### config.mk
export PLATFORM = sky130hd
export DESIGN_NAME = pipeline_control
export DESIGN_NICKNAME = d
export VERILOG_FILES = /design/src/rtl/pipeline_control_pkg.sv /design/src/rtl/mem_port_arbiter.sv /design/src/rtl/pipeline_control.sv
export SDC_FILE = /design/constraint.sdc
export NUM_CORES = 1
export LEC_CHECK = 0
export CAP_MARGIN = 5
export CELL_PAD_IN_SITES_DETAIL_PLACEMENT = 0
export CELL_PAD_IN_SITES_GLOBAL_PLACEMENT = 1
export CORE_MARGIN = 4
export CORE_UTILIZATION = 21
export CTS_BUF_LIST = sky130_fd_sc_hd__clkbuf_4
export DETAILED_ROUTE_END_ITERATION = 10
export HOLD_SLACK_MARGIN = 0.1
export PLACE_DENSITY = 0.88
export SLEW_MARGIN = 5
export SYNTH_ARGS = -nofsm -noshare
export SYNTH_HDL_FRONTEND = slang
export SYNTH_SLANG_ARGS = --single-unit
### constraint.sdc
create_clock -name clk -period 1.57 [get_ports clk]
set_clock_uncertainty 0.05 [all_clocks]
set_input_delay 0.314 -clock clk [delete_from_list [all_inputs] [get_ports clk]]
set_output_delay 0.314 -clock clk [all_outputs]
set_load 0.02 [all_outputs]
### src/rtl/pipeline_control_pkg.sv
// Shared encodings for the pipeline sequencer: arbiter states and the
// polarity of the stall, hold, clear and jump controls.
package pipeline_control_pkg;

  localparam int CNT_W = 3;

  typedef enum logic {
    S_FETCH = 1'b0,
    S_DATA  = 1'b1
  } arb_state_t;

  localparam logic STALL_ENABLE  = 1'b1;
  localparam logic STALL_DISABLE = 1'b0;
  localparam logic HOLD_ENABLE   = 1'b1;
  localparam logic HOLD_DISABLE  = 1'b0;
  localparam logic CLEAR_ENABLE  = 1'b1;
  localparam logic CLEAR_DISABLE = 1'b0;
  localparam logic PC_JUMP       = 1'b1;

endpackage

### src/rtl/mem_port_arbiter.sv
// Owner of the single SRAM port. It alternates the port between fetch and
// data access, where each access lasts MEM_WAIT+1 cycles. It flags the one
// cycle per fetch on which the pipeline may advance.
module mem_port_arbiter
  import pipeline_control_pkg::*;
#(
  parameter int MEM_WAIT = 1
) (
  input  logic clk,
  input  logic rst,
  input  logic data_req,
  output logic if_grant,
  output logic mem_grant,
  output logic adv
);

  localparam logic [CNT_W-1:0] LAST_CNT = MEM_WAIT[CNT_W-1:0];

  arb_state_t       state, state_nxt;
  logic [CNT_W-1:0] cnt, cnt_nxt;
  logic             last;

  // State and wait counter; reset aborts any access and restarts a fetch.
  always_ff @(posedge clk) begin
    if (!rst) begin
      state <= S_FETCH;
      cnt   <= '0;
    end else begin
      state <= state_nxt;
      cnt   <= cnt_nxt;
    end
  end

  // Next state, counter wrap and grant/advance generation. Outputs are
  // held inactive while reset is asserted.
  always_comb begin
    last      = (cnt == LAST_CNT);
    cnt_nxt   = last ? '0 : cnt + 1'b1;
    state_nxt = state;
    if_grant  = 1'b0;
    mem_grant = 1'b0;
    adv       = 1'b0;
    case (state)
      S_FETCH: begin
        if_grant = rst;
        adv      = rst & last;
        // The EX memory op enters MEM on the advance edge.
        if (last && data_req) state_nxt = S_DATA;
      end
      S_DATA: begin
        mem_grant = rst;
        if (last) state_nxt = S_FETCH;
      end
      default: state_nxt = S_FETCH;
    endcase
  end

endmodule

### src/rtl/pipeline_control.sv
// Hazard sequencer for the pipelined core. On top of the memory-port
// arbiter it resolves load-use bubbles, jump flushes and structural
// freezes into the stall, hold and clear controls of the stage registers.
module pipeline_control
  import pipeline_control_pkg::*;
#(
  parameter int MEM_WAIT   = 1,
  parameter int REG_ADDR_W = 4
) (
  input  logic                  clk,
  input  logic                  rst,
  input  logic                  pc_jump_en,
  input  logic [REG_ADDR_W-1:0] id_rs,
  input  logic [REG_ADDR_W-1:0] id_rt,
  input  logic                  id_rs_use,
  input  logic                  id_rt_use,
  input  logic                  ex_mem_read,
  input  logic                  ex_mem_write,
  input  logic [REG_ADDR_W-1:0] ex_rd,
  output logic                  if_grant,
  output logic                  mem_grant,
  output logic                  pc_stall,
  output logic                  if_id_stall,
  output logic                  if_id_clear,
  output logic                  id_ex_clear,
  output logic                  pipe_hold
);

  logic adv;
  logic lu;

  mem_port_arbiter #(
    .MEM_WAIT (MEM_WAIT)
  ) u_arb (
    .clk       (clk),
    .rst       (rst),
    .data_req  (ex_mem_read | ex_mem_write),
    .if_grant  (if_grant),
    .mem_grant (mem_grant),
    .adv       (adv)
  );

  // Load in EX whose destination is read by the instruction in ID.
  function automatic logic load_use(
    input logic                  rd_load,
    input logic [REG_ADDR_W-1:0] rd,
    input logic [REG_ADDR_W-1:0] rs,
    input logic                  rs_use,
    input logic [REG_ADDR_W-1:0] rt,
    input logic                  rt_use
  );
    return rd_load && (rd != '0) &&
           ((rs_use && (rs == rd)) || (rt_use && (rt == rd)));
  endfunction

  // Hazard priority: freeze everything outside advance cycles; on advance,
  // a load-use bubble beats a jump flush, which beats normal flow. A jump
  // lost to a bubble is re-resolved because ID is held.
  always_comb begin
    lu          = load_use(ex_mem_read, ex_rd, id_rs, id_rs_use, id_rt, id_rt_use);
    pc_stall    = STALL_ENABLE;
    if_id_stall = STALL_ENABLE;
    pipe_hold   = HOLD_ENABLE;
    if_id_clear = CLEAR_DISABLE;
    id_ex_clear = CLEAR_DISABLE;
    if (adv) begin
      pipe_hold = HOLD_DISABLE;
      if (lu) begin
        id_ex_clear = CLEAR_ENABLE;
      end else if (pc_jump_en == PC_JUMP) begin
        pc_stall    = STALL_DISABLE;
        if_id_stall = STALL_DISABLE;
        if_id_clear = CLEAR_ENABLE;
      end else begin
        pc_stall    = STALL_DISABLE;
        if_id_stall = STALL_DISABLE;
      end
    end
  end

endmodule
==> flow_metrics.py <==
metrics = {
    "clocking": {
        "cts.reportedPaths.clkPinSlew_ps": 40,
        "cts_tree": "yes",
        "clk-insertion-delay-late_ps": 230,
        "htree_levels": 1,
        "root_buffer": "clkbuf_4",
        "numCtsBuffers": 3,
        "clk_path_buf_depth": 2,
        "clock_sinks": 4,
    },
    "flow_run": {
        "maxCapViolCount": 0,
    },
    "timing": {
        "maxSlewViolCount": 0,
        "worst_pin_slew_ps": 209,
        "fmax_ghz": 0.578,
        "setup_ws_ps": -161,
        "hold_slack_ps": 432,
        "setup_tns_ps": -650,
        "min_period_ps": 1730,
        "finalHoldViolCount": 0,
        "fin_crit_sh": 1.10,
        "slew_headroom": 0.860,
        "rsz0062_at_grt": "yes",
        "setup_viol": 5,
    },
    "worst_setup_path": {
        "path_max_fanout": 3,
        "critical_path_class": "in -> out",
        "worst-endpoint-required_ps": 1210,
        "end_kind": "output port",
        "start_kind": "input port",
        "rr_worst_depth": 9,
        "worstPathArrival_ps": 1370,
    },
    "grt": {
        "grt_start_max_net_pins": 6,
        "antenna_found_initial": 0,
        "grt_first_pass_wirelength_microns": 2000,
        "gr-total-overflow": 0,
        "grt_pass1_vias": 471,
        "grt.total_usage": 0.132,
    },
    "placement": {
        "gp_congestion": 0.717,
        "port_buffers": 25,
        "dp.cells": 87,
        "placedInstanceArea_sq_um": 671,
        "place.detailed.hpwl_microns": 889,
    },
    "floorplanning": {
        "num_rows": 13,
        "start_util": 0.234,
        "num_io_pins": 26,
        "die_x_microns": 47.1,
        "die_h_microns": 47.1,
        "dieArea_sq_mm": 0.00221,
        "coreArea_sq_mm": 0.00137,
    },
    "cells_and_area": {
        "fin_nets": 104,
        "final_area_sq_um": 792,
        "drive_above_1_share": 0.605,
        "nFillCells": 126,
        "antennaDiodeCount": 0,
        "area_growth_pct": 147,
        "final_cells": 96,
    },
    "hold_path": {
        "worstHoldPathCells": 3,
        "min_path_type": "in -> reg",
    },
    "logic_synthesis": {
        "yosys.area.top_type": "dfxtp_1",
        "seq_area_frac_synth": 0.250,
        "syn_area_sq_um": 320,
        "syn_nets": 60,
        "synth.top_cell.area_share": 0.250,
        "synthCells": 39,
        "synth.avg_cell_area_sq_um": 8.21,
        "ys_types": 19,
        "yosysWarnings": 0,
        "synth-seq-cells": 4,
        "yosys-top-cells-area": "dfxtp_1 25%, xor2_1 16%, ha_1 7.8%",
    },
    "detailed_routing": {
        "route.detailed.drc": 0,
        "dr.pass1.iters": 2,
        "antenna_left": 0,
        "routedWlPerCell_microns": 12.6,
        "wirelength_microns": 1210,
        "drt_iter0_markers": 2,
        "routed_via_density": 4.35,
        "highest_layer": "met3",
        "wl_met1_microns": 426,
        "met3_wirelength_microns": 27,
        "dr_wl_met2_microns": 758,
        "num_vias": 418,
    },
    "power_and_ir_drop": {
        "power_density_mw_per_mm2": 668,
        "leakage_nw": 0.374,
        "vdd_drop_max_uv": 572,
    },
    "outcome": {
        "violations": "setup timing",
        "run_status": "finished, violations left",
    },
}
==> cells in the mapped netlist <==
cell and instances:
a21oi_1 2, and2_1 1, and4_1 1, buf_4 1, dfxtp_1 4, ha_1 2
inv_1 2, mux2i_1 1, nand2_1 1, nand2b_1 1, nand3_1 1, nand4_1 2
nor2_1 4, nor2b_1 3, nor3_1 3, nor3b_1 1, o41a_1 1, xnor2_1 2
xor2_1 6
==> worst max-delay path, cell delays in order <==
cell and delay [ps]:
buf_6 100, o41a_1 450, nand4_1 150, buf_4 140, nand3_4 70, buf_6 130
==> cell usage in the layout, fill, tap and decap left out <==
cell type        Yosys  final
a21oi_1              2      1
a21oi_4              0      1
and2_1               1      1
and4_1               1      1
buf_2                0      5
buf_4                1     15
buf_6                0     11
clkbuf_2             0      1
clkbuf_4             0      3
clkdlybuf4s50_1      0      2
dfxtp_1              4      2
dfxtp_2              0      2
dlygate4sd2_1        0      3
dlymetal6s2s_1       0      3
ha_1                 2      1
ha_4                 0      1
inv_2                0      2
mux2i_1              1      1
nand2_1              1      1
nand2b_4             0      1
nand3_4              0      1
nand4_1              2      2
nor2_1               4      4
nor2b_1              3      2
nor2b_4              0      1
nor3_2               0      3
nor3b_4              0      1
o41a_1               1      1
xnor2_1              2      2
xor2_1               6      5
xor2_2               0      1
==> flip-flops by register name, summed over array words and instances, names as in the netlist <==
| signal | cells |
|---|---|
| u_arb.cnt | 3 |
| u_arb.state | 1 |
==> power by group <==
part           internal (mW)  total [mW]  switching [mW]
Combinational          0.159       0.274           0.116
Clock                 0.0853       0.125          0.0400
Sequential             0.118       0.129          0.0115
Total                  0.362       0.529           0.167
==> per-layer routing <==
| metal | vias up | global-route usage |
|---|---|---|
| met1 | 195 | 0.134 |
| met3 | 0 | 0.0115 |
| met5 | - | 0 |
| met2 | 5 | 0.260 |
| met4 | 0 | 0.0663 |
| li1 | 218 | - |
==> final timing paths <==
kind	start	end	slack (ps)
min reg2reg	u_arb.cnt[0]$_SDFF_PP0_	u_arb.cnt[1]$_SDFF_PP0_	490
max reg2reg	u_arb.cnt[1]$_SDFF_PP0_	u_arb.state$_SDFF_PN0_	190
min	rst	u_arb.state$_SDFF_PN0_	430
max	ex_rd[2]	if_id_stall	-160
==> final cells by class <==
type / count / area (sq um) / area share
Clock buffer: 3 / 22.5 / 0.0284
Multi-Input combinational cell: 32 / 310 / 0.392
Tap cell: 15 / 18.8 / 0.0237
Timing Repair Buffer: 40 / 350 / 0.442
Sequential cell: 4 / 82.6 / 0.104
Inverter: 2 / 7.51 / 0.00948
==> timing repair <==
| item | in CTS | in global routing |
|---|---|---|
| gates resized for setup | 90 | 12 |
| pin swaps | 14 | 9 |
| cloned | 0 | 0 |
| endpoints found under the setup margin | 7 | 10 |
| setup buffers | 8 | 2 |
| hold buffers | 0 | 0 |
==> per-stage QoR <==
step | power (mW) | worst slack [ps] | util
6_report | 0.529 | -161 | 0.580
5_1_grt | 0.565 | -251 | 0.580
4_1_cts | 0.528 | -192 | 0.561
3_5_place_dp | 0.337 | -1070 | 0.491
3_3_place_gp | 0.333 | -1040 | 0.491
2_1_floorplan | 0.219 | -59.1 | -
==> logic make-up (layout without fill, tap and decap cells) <==
| group | Yosys count | count (layout) | share of synthesized area |
|---|---|---|---|
| and+or+nand+nor | 18 | 18 | 0.309 |
| xor gates and xnor gates | 8 | 8 | 0.219 |
| DFF | 4 | 4 | 0.250 |
| AOI/OAI and AO/OA | 3 | 3 | 0.0664 |
| buffers and inverters | 3 | 45 | 0.0469 |
| adders and majority gates | 2 | 2 | 0.0781 |
| muxes | 1 | 1 | 0.0313 |
(Power assumes the default switching activity.)
